--- config.mk ---
export PLATFORM = sky130hd
export DESIGN_NAME = wb_uart_tx
export DESIGN_NICKNAME = d
export VERILOG_FILES = /design/src/rtl/wb_uart_tx_pkg.sv /design/src/rtl/sync_fifo.sv /design/src/rtl/wb_uart_tx.sv
export SDC_FILE = /design/constraint.sdc
export NUM_CORES = 1
export LEC_CHECK = 0
export CORE_MARGIN = 8
export CORE_UTILIZATION = 51
export CTS_BUF_LIST = sky130_fd_sc_hd__clkbuf_4 sky130_fd_sc_hd__clkbuf_8 sky130_fd_sc_hd__clkbuf_16
export CTS_CLUSTER_DIAMETER = 60
export DETAILED_ROUTE_END_ITERATION = 10
export HOLD_SLACK_MARGIN = 0.05
export PLACE_DENSITY = 0.87
export SETUP_SLACK_MARGIN = 0.4
export SLEW_MARGIN = 20
export SYNTH_ARGS = -nofsm -noshare
export SYNTH_HDL_FRONTEND = slang
export SYNTH_SLANG_ARGS = --single-unit
--- constraint.sdc ---
create_clock -name i_clk -period 3.3 [get_ports i_clk]
set_input_delay 0.66 -clock i_clk [delete_from_list [all_inputs] [get_ports i_clk]]
set_output_delay 0.66 -clock i_clk [all_outputs]
set_load 0.01 [all_outputs]
--- src/rtl/wb_uart_tx_pkg.sv ---
// Shared types and constants for the Wishbone UART transmitter.
//   reg_sel_e  : register selected by bus address bits [3:2]
//   tx_state_e : serializer states
//   STAT_*     : bit positions inside the STATUS register
package wb_uart_tx_pkg;

    typedef enum logic [1:0] {
        REG_TXDATA   = 2'd0,
        REG_STATUS   = 2'd1,
        REG_DIVISOR  = 2'd2,
        REG_RESERVED = 2'd3
    } reg_sel_e;

    typedef enum logic [1:0] {
        TX_IDLE,
        TX_START,
        TX_DATA,
        TX_STOP
    } tx_state_e;

    localparam int STAT_FULL_BIT  = 0;
    localparam int STAT_EMPTY_BIT = 1;
    localparam int STAT_BUSY_BIT  = 2;
    localparam int STAT_COUNT_LSB = 8;

    localparam logic [2:0] LAST_DATA_BIT = 3'd7;

endpackage

--- src/rtl/sync_fifo.sv ---
// Single-clock FIFO with synchronous active-high reset.
//   clk, reset          : clock and sync reset (empties the FIFO)
//   push, push_data     : write request; ignored while full
//   pop, pop_data       : read request; pop_data shows the head entry (valid when !empty)
//   full, empty, count  : occupancy, count is log2(DEPTH)+1 bits wide
module sync_fifo #(
    parameter int WIDTH = 8,
    parameter int DEPTH = 16
) (
    input  logic                     clk,
    input  logic                     reset,
    input  logic                     push,
    input  logic [WIDTH-1:0]         push_data,
    input  logic                     pop,
    output logic [WIDTH-1:0]         pop_data,
    output logic                     full,
    output logic                     empty,
    output logic [$clog2(DEPTH):0]   count
);
    localparam int PTR_W = $clog2(DEPTH);

    logic [WIDTH-1:0] mem [DEPTH];
    logic [PTR_W-1:0] wr_ptr;
    logic [PTR_W-1:0] rd_ptr;
    logic [PTR_W:0]   count_q;
    logic             do_push;
    logic             do_pop;

    assign full     = (count_q == (PTR_W + 1)'(DEPTH));
    assign empty    = (count_q == '0);
    assign count    = count_q;
    assign do_push  = push && !full;
    assign do_pop   = pop && !empty;
    assign pop_data = mem[rd_ptr];

    // NOTE: sequential state uses non-blocking assignments so every register
    // samples the pre-edge values of its neighbours, independent of block order.
    always_ff @(posedge clk) begin
        if (reset) begin
            wr_ptr  <= '0;
            rd_ptr  <= '0;
            count_q <= '0;
        end else begin
            // Pointers are exactly log2(DEPTH) bits, so they wrap on their own.
            if (do_push) wr_ptr <= wr_ptr + 1'b1;
            if (do_pop)  rd_ptr <= rd_ptr + 1'b1;
            case ({do_push, do_pop})
                2'b10:   count_q <= count_q + 1'b1;
                2'b01:   count_q <= count_q - 1'b1;
                default: count_q <= count_q;
            endcase
        end
    end

    // NOTE: the storage array has no reset; contents are only observable after
    // a push, and leaving it unreset lets it map onto plain RAM.
    always_ff @(posedge clk) begin
        if (do_push) mem[wr_ptr] <= push_data;
    end

endmodule

--- src/rtl/wb_uart_tx.sv ---
// Pipelined Wishbone slave wrapping an 8N1 UART transmitter.
//   i_clk, i_reset          : clock and synchronous active-high reset
//   i_wb_stb/we/addr/data   : bus request; addr[3:2] selects TXDATA/STATUS/DIVISOR/reserved
//   i_wb_sel                : access size code, accepted and ignored
//   o_wb_data, o_wb_ack     : registered response, one cycle after accept
//   o_wb_stall              : only a TXDATA write into a full FIFO stalls
//   o_tx                    : serial line, idle high, LSB first
module wb_uart_tx
    import wb_uart_tx_pkg::*;
#(
    parameter int FIFO_DEPTH  = 16,
    parameter int DIV_WIDTH   = 16,
    parameter int DEFAULT_DIV = 868
) (
    input  logic        i_clk,
    input  logic        i_reset,
    input  logic        i_wb_stb,
    input  logic        i_wb_we,
    input  logic [31:0] i_wb_addr,
    input  logic [31:0] i_wb_data,
    input  logic [2:0]  i_wb_sel,
    output logic [31:0] o_wb_data,
    output logic        o_wb_ack,
    output logic        o_wb_stall,
    output logic        o_tx
);
    localparam int CNT_W = $clog2(FIFO_DEPTH) + 1;
    localparam logic [DIV_WIDTH-1:0] DIV_ONE   = DIV_WIDTH'(1);
    localparam logic [DIV_WIDTH-1:0] DIV_RESET = DIV_WIDTH'(DEFAULT_DIV);

    // Bits that are deliberately not decoded.
    logic unused_bits;
    assign unused_bits = ^{i_wb_sel, i_wb_addr, i_wb_data};

    // ------------------------------------------------------------------
    // Bus decode
    // ------------------------------------------------------------------
    reg_sel_e         reg_sel;
    logic             accept;
    logic             push;
    logic             pop;
    logic             div_wr;
    logic [DIV_WIDTH-1:0] div_q;
    logic [DIV_WIDTH-1:0] div_wr_val;
    logic             fifo_full;
    logic             fifo_empty;
    logic [CNT_W-1:0] fifo_count;
    logic [7:0]       fifo_head;
    logic [31:0]      rd_data;
    tx_state_e        state_q;

    assign reg_sel = reg_sel_e'(i_wb_addr[3:2]);

    // Stall looks only at the registered count: a pop in the same cycle does
    // not let a push through, which keeps this path free of FSM logic.
    assign o_wb_stall = i_wb_stb && i_wb_we && (reg_sel == REG_TXDATA) && fifo_full;
    assign accept     = i_wb_stb && !o_wb_stall;
    assign push       = accept && i_wb_we && (reg_sel == REG_TXDATA);
    assign div_wr     = accept && i_wb_we && (reg_sel == REG_DIVISOR);

    // A zero divisor would never let the bit timer expire; store 1 instead.
    assign div_wr_val = (i_wb_data[DIV_WIDTH-1:0] == '0) ? DIV_ONE : i_wb_data[DIV_WIDTH-1:0];

    // NOTE: every signal written in an always_comb gets a default first, so
    // no path through the case leaves it unassigned and no latch is inferred.
    always_comb begin
        rd_data = '0;
        case (reg_sel)
            REG_STATUS: begin
                rd_data[STAT_FULL_BIT]                = fifo_full;
                rd_data[STAT_EMPTY_BIT]               = fifo_empty;
                rd_data[STAT_BUSY_BIT]                = (state_q != TX_IDLE);
                rd_data[STAT_COUNT_LSB +: CNT_W]      = fifo_count;
            end
            REG_DIVISOR: rd_data[DIV_WIDTH-1:0] = div_q;
            default:     rd_data = '0;
        endcase
    end

    // Reset in the accept cycle wins, so that request never sees an ack.
    always_ff @(posedge i_clk) begin
        if (i_reset) begin
            o_wb_ack  <= 1'b0;
            o_wb_data <= '0;
            div_q     <= DIV_RESET;
        end else begin
            o_wb_ack  <= accept;
            o_wb_data <= (accept && !i_wb_we) ? rd_data : '0;
            if (div_wr) div_q <= div_wr_val;
        end
    end

    sync_fifo #(
        .WIDTH (8),
        .DEPTH (FIFO_DEPTH)
    ) u_fifo (
        .clk       (i_clk),
        .reset     (i_reset),
        .push      (push),
        .push_data (i_wb_data[7:0]),
        .pop       (pop),
        .pop_data  (fifo_head),
        .full      (fifo_full),
        .empty     (fifo_empty),
        .count     (fifo_count)
    );

    // ------------------------------------------------------------------
    // Serializer
    // ------------------------------------------------------------------
    tx_state_e            state_d;
    logic [DIV_WIDTH-1:0] timer_q,     timer_d;
    logic [DIV_WIDTH-1:0] frame_div_q, frame_div_d;
    logic [7:0]           shift_q,     shift_d;
    logic [2:0]           bit_cnt_q,   bit_cnt_d;
    logic                 line_q,      line_d;

    always_comb begin
        state_d     = state_q;
        timer_d     = timer_q;
        frame_div_d = frame_div_q;
        shift_d     = shift_q;
        bit_cnt_d   = bit_cnt_q;
        pop         = 1'b0;
        case (state_q)
            TX_IDLE: begin
                if (!fifo_empty) begin
                    pop         = 1'b1;
                    shift_d     = fifo_head;
                    // Divisor is frozen per frame; later writes apply from the next START.
                    frame_div_d = div_q;
                    timer_d     = div_q - DIV_ONE;
                    state_d     = TX_START;
                end
            end
            TX_START: begin
                if (timer_q == '0) begin
                    timer_d   = frame_div_q - DIV_ONE;
                    bit_cnt_d = '0;
                    state_d   = TX_DATA;
                end else begin
                    timer_d = timer_q - DIV_ONE;
                end
            end
            TX_DATA: begin
                if (timer_q == '0) begin
                    timer_d = frame_div_q - DIV_ONE;
                    shift_d = shift_q >> 1;
                    if (bit_cnt_q == LAST_DATA_BIT) begin
                        state_d = TX_STOP;
                    end else begin
                        bit_cnt_d = bit_cnt_q + 3'd1;
                    end
                end else begin
                    timer_d = timer_q - DIV_ONE;
                end
            end
            TX_STOP: begin
                if (timer_q == '0) begin
                    state_d = TX_IDLE;
                end else begin
                    timer_d = timer_q - DIV_ONE;
                end
            end
            default: state_d = TX_IDLE;
        endcase

        // Line level is derived from the next state and registered, so o_tx
        // is glitch-free and changes exactly on state boundaries.
        case (state_d)
            TX_START: line_d = 1'b0;
            TX_DATA:  line_d = shift_d[0];
            default:  line_d = 1'b1;
        endcase
    end

    always_ff @(posedge i_clk) begin
        if (i_reset) begin
            state_q     <= TX_IDLE;
            timer_q     <= '0;
            frame_div_q <= DIV_ONE;
            shift_q     <= '0;
            bit_cnt_q   <= '0;
            line_q      <= 1'b1;
        end else begin
            state_q     <= state_d;
            timer_q     <= timer_d;
            frame_div_q <= frame_div_d;
            shift_q     <= shift_d;
            bit_cnt_q   <= bit_cnt_d;
            line_q      <= line_d;
        end
    end

    assign o_tx = line_q;

endmodule
# Word-level counts from Yosys, hierarchy flattened

Memories as Yosys holds them, arrays and structs flattened. A register that Yosys moved wholly into a read port is not among the register bits.
Cells that the tools add are included.

Bits in registers: 108
Memory bits (writable): 128
Bits of input ports: 71
Output and inout bits: 35
Logic and storage cells: 101
Memories: 1

Memory list:

| name       | words | bits a word | read ports | clocked after memory_dff | wr ports | line            | RTL |
|---|---|---|---|---|---|---|---|
| u_fifo.mem | 16    | 8           | 1          | 1                        | 1        | sync_fifo.sv:22 | `logic [WIDTH-1:0] mem [DEPTH];` |

Add/sub/neg operators: 8
Equal/unequal tests: 16
Multiplexer cells: 28
Bitwise operators: 3
Reductions and logical operators: 30

Operator list:

| operator                | number |
|---|---|
| $mux W16                | 4 |
| $pmux W16 S3            | 1 |
| $sub A16 B1 Y16 const B | 3 |
| $logic_not A16 Y1       | 2 |
| $pmux W5 S2             | 2 |
| $mux W8                 | 2 |
| $pmux W8 S2             | 1 |
| $pmux W3 S2             | 2 |
| $eq A2 B2 Y1 const B    | 5 |
| $logic_and A1 B1 Y1     | 10 |
| $mux W2                 | 5 |
| $ne A2 B2 Y1 const B    | 5 |
| $mux W3                 | 3 |
| $add A4 B1 Y4 const B   | 2 |
| $eq A2 B1 Y1 const B    | 4 |
| $mux W4                 | 2 |
| $pmux W2 S4             | 1 |
| $reduce_bool A2 Y1      | 4 |
| $add A5 B1 Y5 const B   | 1 |
| $eq A5 B5 Y1 const B    | 1 |
| $logic_not A5 Y1        | 1 |
| $sub A5 B1 Y5 const B   | 1 |
| $logic_not A1 Y1        | 4 |
| $logic_not A2 Y1        | 2 |
| 10 further kinds        | 17 |

# Longest topological paths before layout

Word-level depth: 10
Mapped depth: 18
Mapped depth without buffers: 15

# Modules after synthesis

From an unflattened synthesis, not the netlist that was laid out.

Cell total of the unflattened synthesis: 875
Area total of the unflattened synthesis: 10271.1 um^2

Modules (own cells, without submodules):

| module     | times used | cells each | area an instance (um^2) | seq. area each (um^2) |
|---|---|---|---|---|
| sync_fifo  | 1          | 330        | 5891.9                  | 4184.0 |
| wb_uart_tx | 1          | 545        | 4379.2                  | 1581.5 |

# Worst setup path before layout

No wires, ideal clock.

Path kind: reg-to-reg
Start point: register u_fifo.count_q[1] (netlist: u_fifo.count[1])
End point: register u_fifo.count_q[4] (netlist: u_fifo.count[4])
Setup time: 0.128 ns
Arrival: 3.212 ns
Required time: 3.172 ns
Slack: -0.039 ns
Stages on the path, launching flop included: 19
Clock period less this slack: 3.339 ns
Path through: dfxtp_1 -> clkbuf_1 -> nor4_1 -> nor2b_1 -> nand2b_1 -> clkbuf_1 -> clkinv_1 -> clkbuf_1 -> ha_1 -> clkbuf_1 -> xor2_1 -> ha_1 -> nor2b_1 -> a22oi_1 -> o22ai_1 -> nand2b_1 -> a21oi_1 -> xnor2_1 -> nor2_1

RTL lines:

| item                                              | line              | RTL |
|---|---|---|
| from (decl)                                       | sync_fifo.sv:25   | `logic [PTR_W:0] count_q;` |
| from (signal assigned)                            | sync_fifo.sv:48   | `2'b10: count_q <= count_q + 1'b1;` |
| from (signal assigned)                            | sync_fifo.sv:49   | `2'b01: count_q <= count_q - 1'b1;` |
| from (signal assigned)                            | sync_fifo.sv:50   | `default: count_q <= count_q;` |
| $logic_not A5 Y1 (*)                              | sync_fifo.sv:30   | `assign empty = (count_q == '0);` |
| $mux W1 (*)                                       | wb_uart_tx.sv:127 | `if (!fifo_empty) begin` |
| $mux W1 (*)                                       | wb_uart_tx.sv:125 | `case (state_q)` |
| net pop                                           | wb_uart_tx.sv:41  | `logic pop;` |
| $logic_and A1 B1 Y1 (*)                           | sync_fifo.sv:33   | `assign do_pop = pop && !empty;` |
| $eq A2 B1 Y1 or $eq A2 B2 Y1 (tied branches)      | sync_fifo.sv:47   | `case ({do_push, do_pop})` |
| $pmux W5 S2 or $reduce_bool A2 Y1 (tied branches) | -                 |  |

Mark *: on every way through the listed nets, which the timed path passes. The rest lies on a longest branch.
A chain may end at the register's enable or synchronous reset.

# Worst setup path in the final report

Start point: input port i_wb_addr[3]
End point: output port o_wb_stall

Longest elaborated chain between the ends: 3

Ends and longest elaborated chain:

| item                              | line             | RTL |
|---|---|---|
| from (decl)                       | wb_uart_tx.sv:19 | `input logic [31:0] i_wb_addr,` |
| $logic_not A2 Y1                  | wb_uart_tx.sv:56 | `assign o_wb_stall = i_wb_stb && i_wb_we && (reg_sel == REG_TXDATA) && fifo_full;` |
| $logic_and A1 B1 Y1 (2 in series) | wb_uart_tx.sv:56 |  |
| to (decl)                         | wb_uart_tx.sv:24 | `output logic o_wb_stall,` |

No other way between the ends.

==> results_dict.tcl <==
set metrics [dict create \
    p_int_mw 5.88 \
    synth_ff_type "edfxtp_1" \
    worstSetupPathType "primary input to primary output" \
    max_freq_mhz 349 \
    first_iter_violations 698 \
    final_core_util_pct 59.7 \
    pwr-share-clk_pct 26.7 \
    root_buffer "clkbuf_16" \
    syn_area_um2 10100 \
    p_leak_nw 4.03 \
    gp_congestion 0.846 \
    path_clk_slew_ns 0.06 \
    grt_usage_pct 19.2 \
    slew_headroom_pct 32.4 \
    die_x_um 156 \
    hp-class "primary input to flip-flop" \
    avgSynthCellArea_um2 11.9 \
    slew_violations 0 \
    cp-start-kind "primary input" \
    yosysSeqAreaShare_pct 57.3 \
    synth-edff-count 128 \
    arrival_ns 2.21 \
    ant_nets 0 \
    worstSetupEndpointType "primary output" \
    yosysWarnings 0 \
    top_layer "met4" \
    yosys-top-cells-area "edfxtp_1 38%, dfxtp_1 19%, mux4_2 8.7%" \
    comb_power_share_pct 34.7 \
    fin_ws_ns 0.434 \
    gr-total-overflow 0 \
    h-tree-depth 1 \
    synth_top_area_share_pct 38.2 \
    finalSetupViolCount 0 \
    antenna_cells 0 \
    synth.distinct_cells 60 \
    ys_seq_elements 224 \
    dieArea_um2 24500 \
    cts_buffers 23 \
    hpwl_um 16300 \
    drive_gt1_share_pct 15.4 \
    start_util_pct 51.9 \
    wl_met3_um 1630 \
    outcome "complete, no violations" \
    drc_errors 0 \
    worst_slew_pin_slew_ns 1.01 \
    grt_first_pass_wirelength_um 37100 \
    drt_wl_total_um 23800 \
    critPathMaxFanout 2 \
    tns_ns 0 \
    dr.pass1.iters 5 \
    multi_input_area_um2 3990 \
    holdBufCountCts 0 \
    drt-met1-wl_um 9160 \
    coreArea_um2 19400 \
    post_drt_wl_per_cell_um 20.2 \
    power_density_nw_per_um2 783 \
    yosys.area.top_type "edfxtp_1" \
    cts_sinks 224 \
    grt_pass1_vias 6777 \
    ys_async_sr_fraction_pct 0 \
    nFillCells 1442 \
    ir_worst_vdd_v 0.000529 \
    p_sw_mw 3.19 \
    seq_area_um2 5770 \
    stdcell_count 1177 \
    swShare_pct 35.2 \
    cap_viol_max_count 0 \
    rows 51 \
    seq_power_share_pct 38.6 \
    io_buffer_count 40 \
    post_cts_buffers 0 \
    whs_ns 0.444 \
    cts_max_path_buffers 3 \
    crit_required_ns 2.64 \
    vias_per_cell 5.93 \
    placedCellCount 1138 \
    die_h_um 156 \
    fin_crit_sh_pct 86.8 \
    worstSkewPairLatency_ns 0.52 \
    wl_met2_um 12500 \
    cts_tree "yes" \
    grt_max_degree 79 \
    syn_to_final_growth_pct 15.2 \
    io_pins 106 \
    rsz0062_at_grt "no" \
    antenna_found_initial 0 \
    vias 6981 \
    finalClockSkew_ns 0.0129 \
    min_period_ns 2.87 \
    synthCells 848 \
    pre_cts_ws_ns 0.0997 \
    hold_viol_final 0 \
    nets 990 \
]
cells by family (layout without fill, tap and decap cells):
group	after synthesis	in the layout	share of synthesized area, %
simple gates	263	263	12.3
flops	224	224	57.3
compound gates	155	155	9.97
buf+inv	91	140	4.22
xor+xnor	47	47	4.09
mux	46	46	9.43
fa+ha+maj	21	21	2.61
other cells	1	16	0.0373
layout make-up:
class | instances | share of cell area, %
sequential | 224 | 49.8
timing repair buffer | 80 | 6.13
clock buffer | 28 | 5.50
clock inverter | 11 | 0.594
inverter | 21 | 0.691
tap | 265 | 2.86
multi-input combinational | 548 | 34.4
metal layers:
layer,vias up,track usage [%]
li1,3201,-
met1,3416,23.5
met2,320,34.8
met3,44,2.68
met4,0,5.26
met5,-,0
power by group through the flow:
| stage | registers, mW | clock network (mW) | logic (mW) |
|---|---|---|---|
| 6_report | 3.50 | 2.42 | 3.15 |
| 5_1_grt | 3.54 | 2.57 | 3.46 |
| 4_1_cts | 3.49 | 2.45 | 3.06 |
| 3_5_place_dp | 3.54 | 0 | 2.99 |
| 3_3_place_gp | 3.52 | 0 | 2.90 |
| 2_1_floorplan | 3.43 | 0 | 2.39 |
final timing paths:
path | start | endpoint | slack (ns) | depth (start not counted)
max | i_wb_addr[3] | o_wb_stall | 0.43 | 6
min reg2reg | bit_cnt_q[2] | bit_cnt_q[2] | 0.47 | 2
min | i_reset | o_wb_ack | 0.44 | 3
max reg2reg | u_fifo.count[0] | u_fifo.count[4] | 0.53 | 13
cells in the mapped netlist, types with 6 or more instances:
| cell | n |
|---|---|
| nor2_1 | 86 |
| nor4_1 | 11 |
| buf_2 | 6 |
| a21oi_1 | 48 |
| xnor2_1 | 21 |
| or4_1 | 9 |
| inv_1 | 20 |
| clkbuf_1 | 41 |
| nand2_1 | 76 |
| xor2_1 | 26 |
| or3_1 | 7 |
| nand3_1 | 10 |
| buf_4 | 16 |
| mux4_2 | 39 |
| and3_1 | 10 |
| ha_1 | 21 |
| edfxtp_1 | 128 |
| a211o_1 | 6 |
| mux2i_1 | 7 |
| nor3_1 | 22 |
| nand2b_1 | 9 |
| dfxtp_1 | 96 |
| a22oi_1 | 21 |
| a211oi_1 | 13 |
| o21ai_0 | 30 |
critical path: stages:
cell and delay [ns]:
clkdlybuf4s50_1 0.44, inv_1 0.09, ha_2 0.19, nand3_2 0.09, nor2_1 0.15, clkdlybuf4s50_1 0.59
placed cells by master (no fill, tap or decap), types with 8 or more instances in the layout:
master	netlist	layout
ha_1	21	18
and3_1	10	10
xor2_1	26	26
mux4_2	39	39
conb_1	1	16
a22oi_1	21	21
buf_4	16	39
edfxtp_1	128	128
nand2_1	76	76
or4_1	9	9
a21oi_1	48	47
o21ai_0	30	30
clkdlybuf4s50_1	0	38
nand2b_1	9	8
dfxtp_1	96	93
nor3_1	22	22
nand3_1	10	9
clkbuf_16	0	24
nor4_1	11	9
nor2_1	86	85
a211oi_1	13	13
inv_1	20	19
xnor2_1	21	21
sequential cells by signal, indices dropped and copies added (netlist names), named ones only:
register       cells
o_wb_data         16
o_wb_ack           1
frame_div_q       16
bit_cnt_q          3
u_fifo.mem       128
div_q             16
u_fifo.count       5
state_q            2
u_fifo.rd_ptr      4
timer_q           16
o_tx               1
u_fifo.wr_ptr      4
shift_q            8
metrics by stage:
stage / total power, mW / area (µm²)
6_report: 9.08 / 11600
5_1_grt: 9.57 / 11600
4_1_cts: 9.00 / 11600
3_5_place_dp: 6.53 / 10800
3_3_place_gp: 6.42 / 10800
2_1_floorplan: 5.82 / 10100
what timing repair did:
action,4_1_cts,5_1_grt
setup endpoints to repair,1,3
gates resized for setup,3,11
pin swaps,0,6
Power figures use the tool's default switching activity.
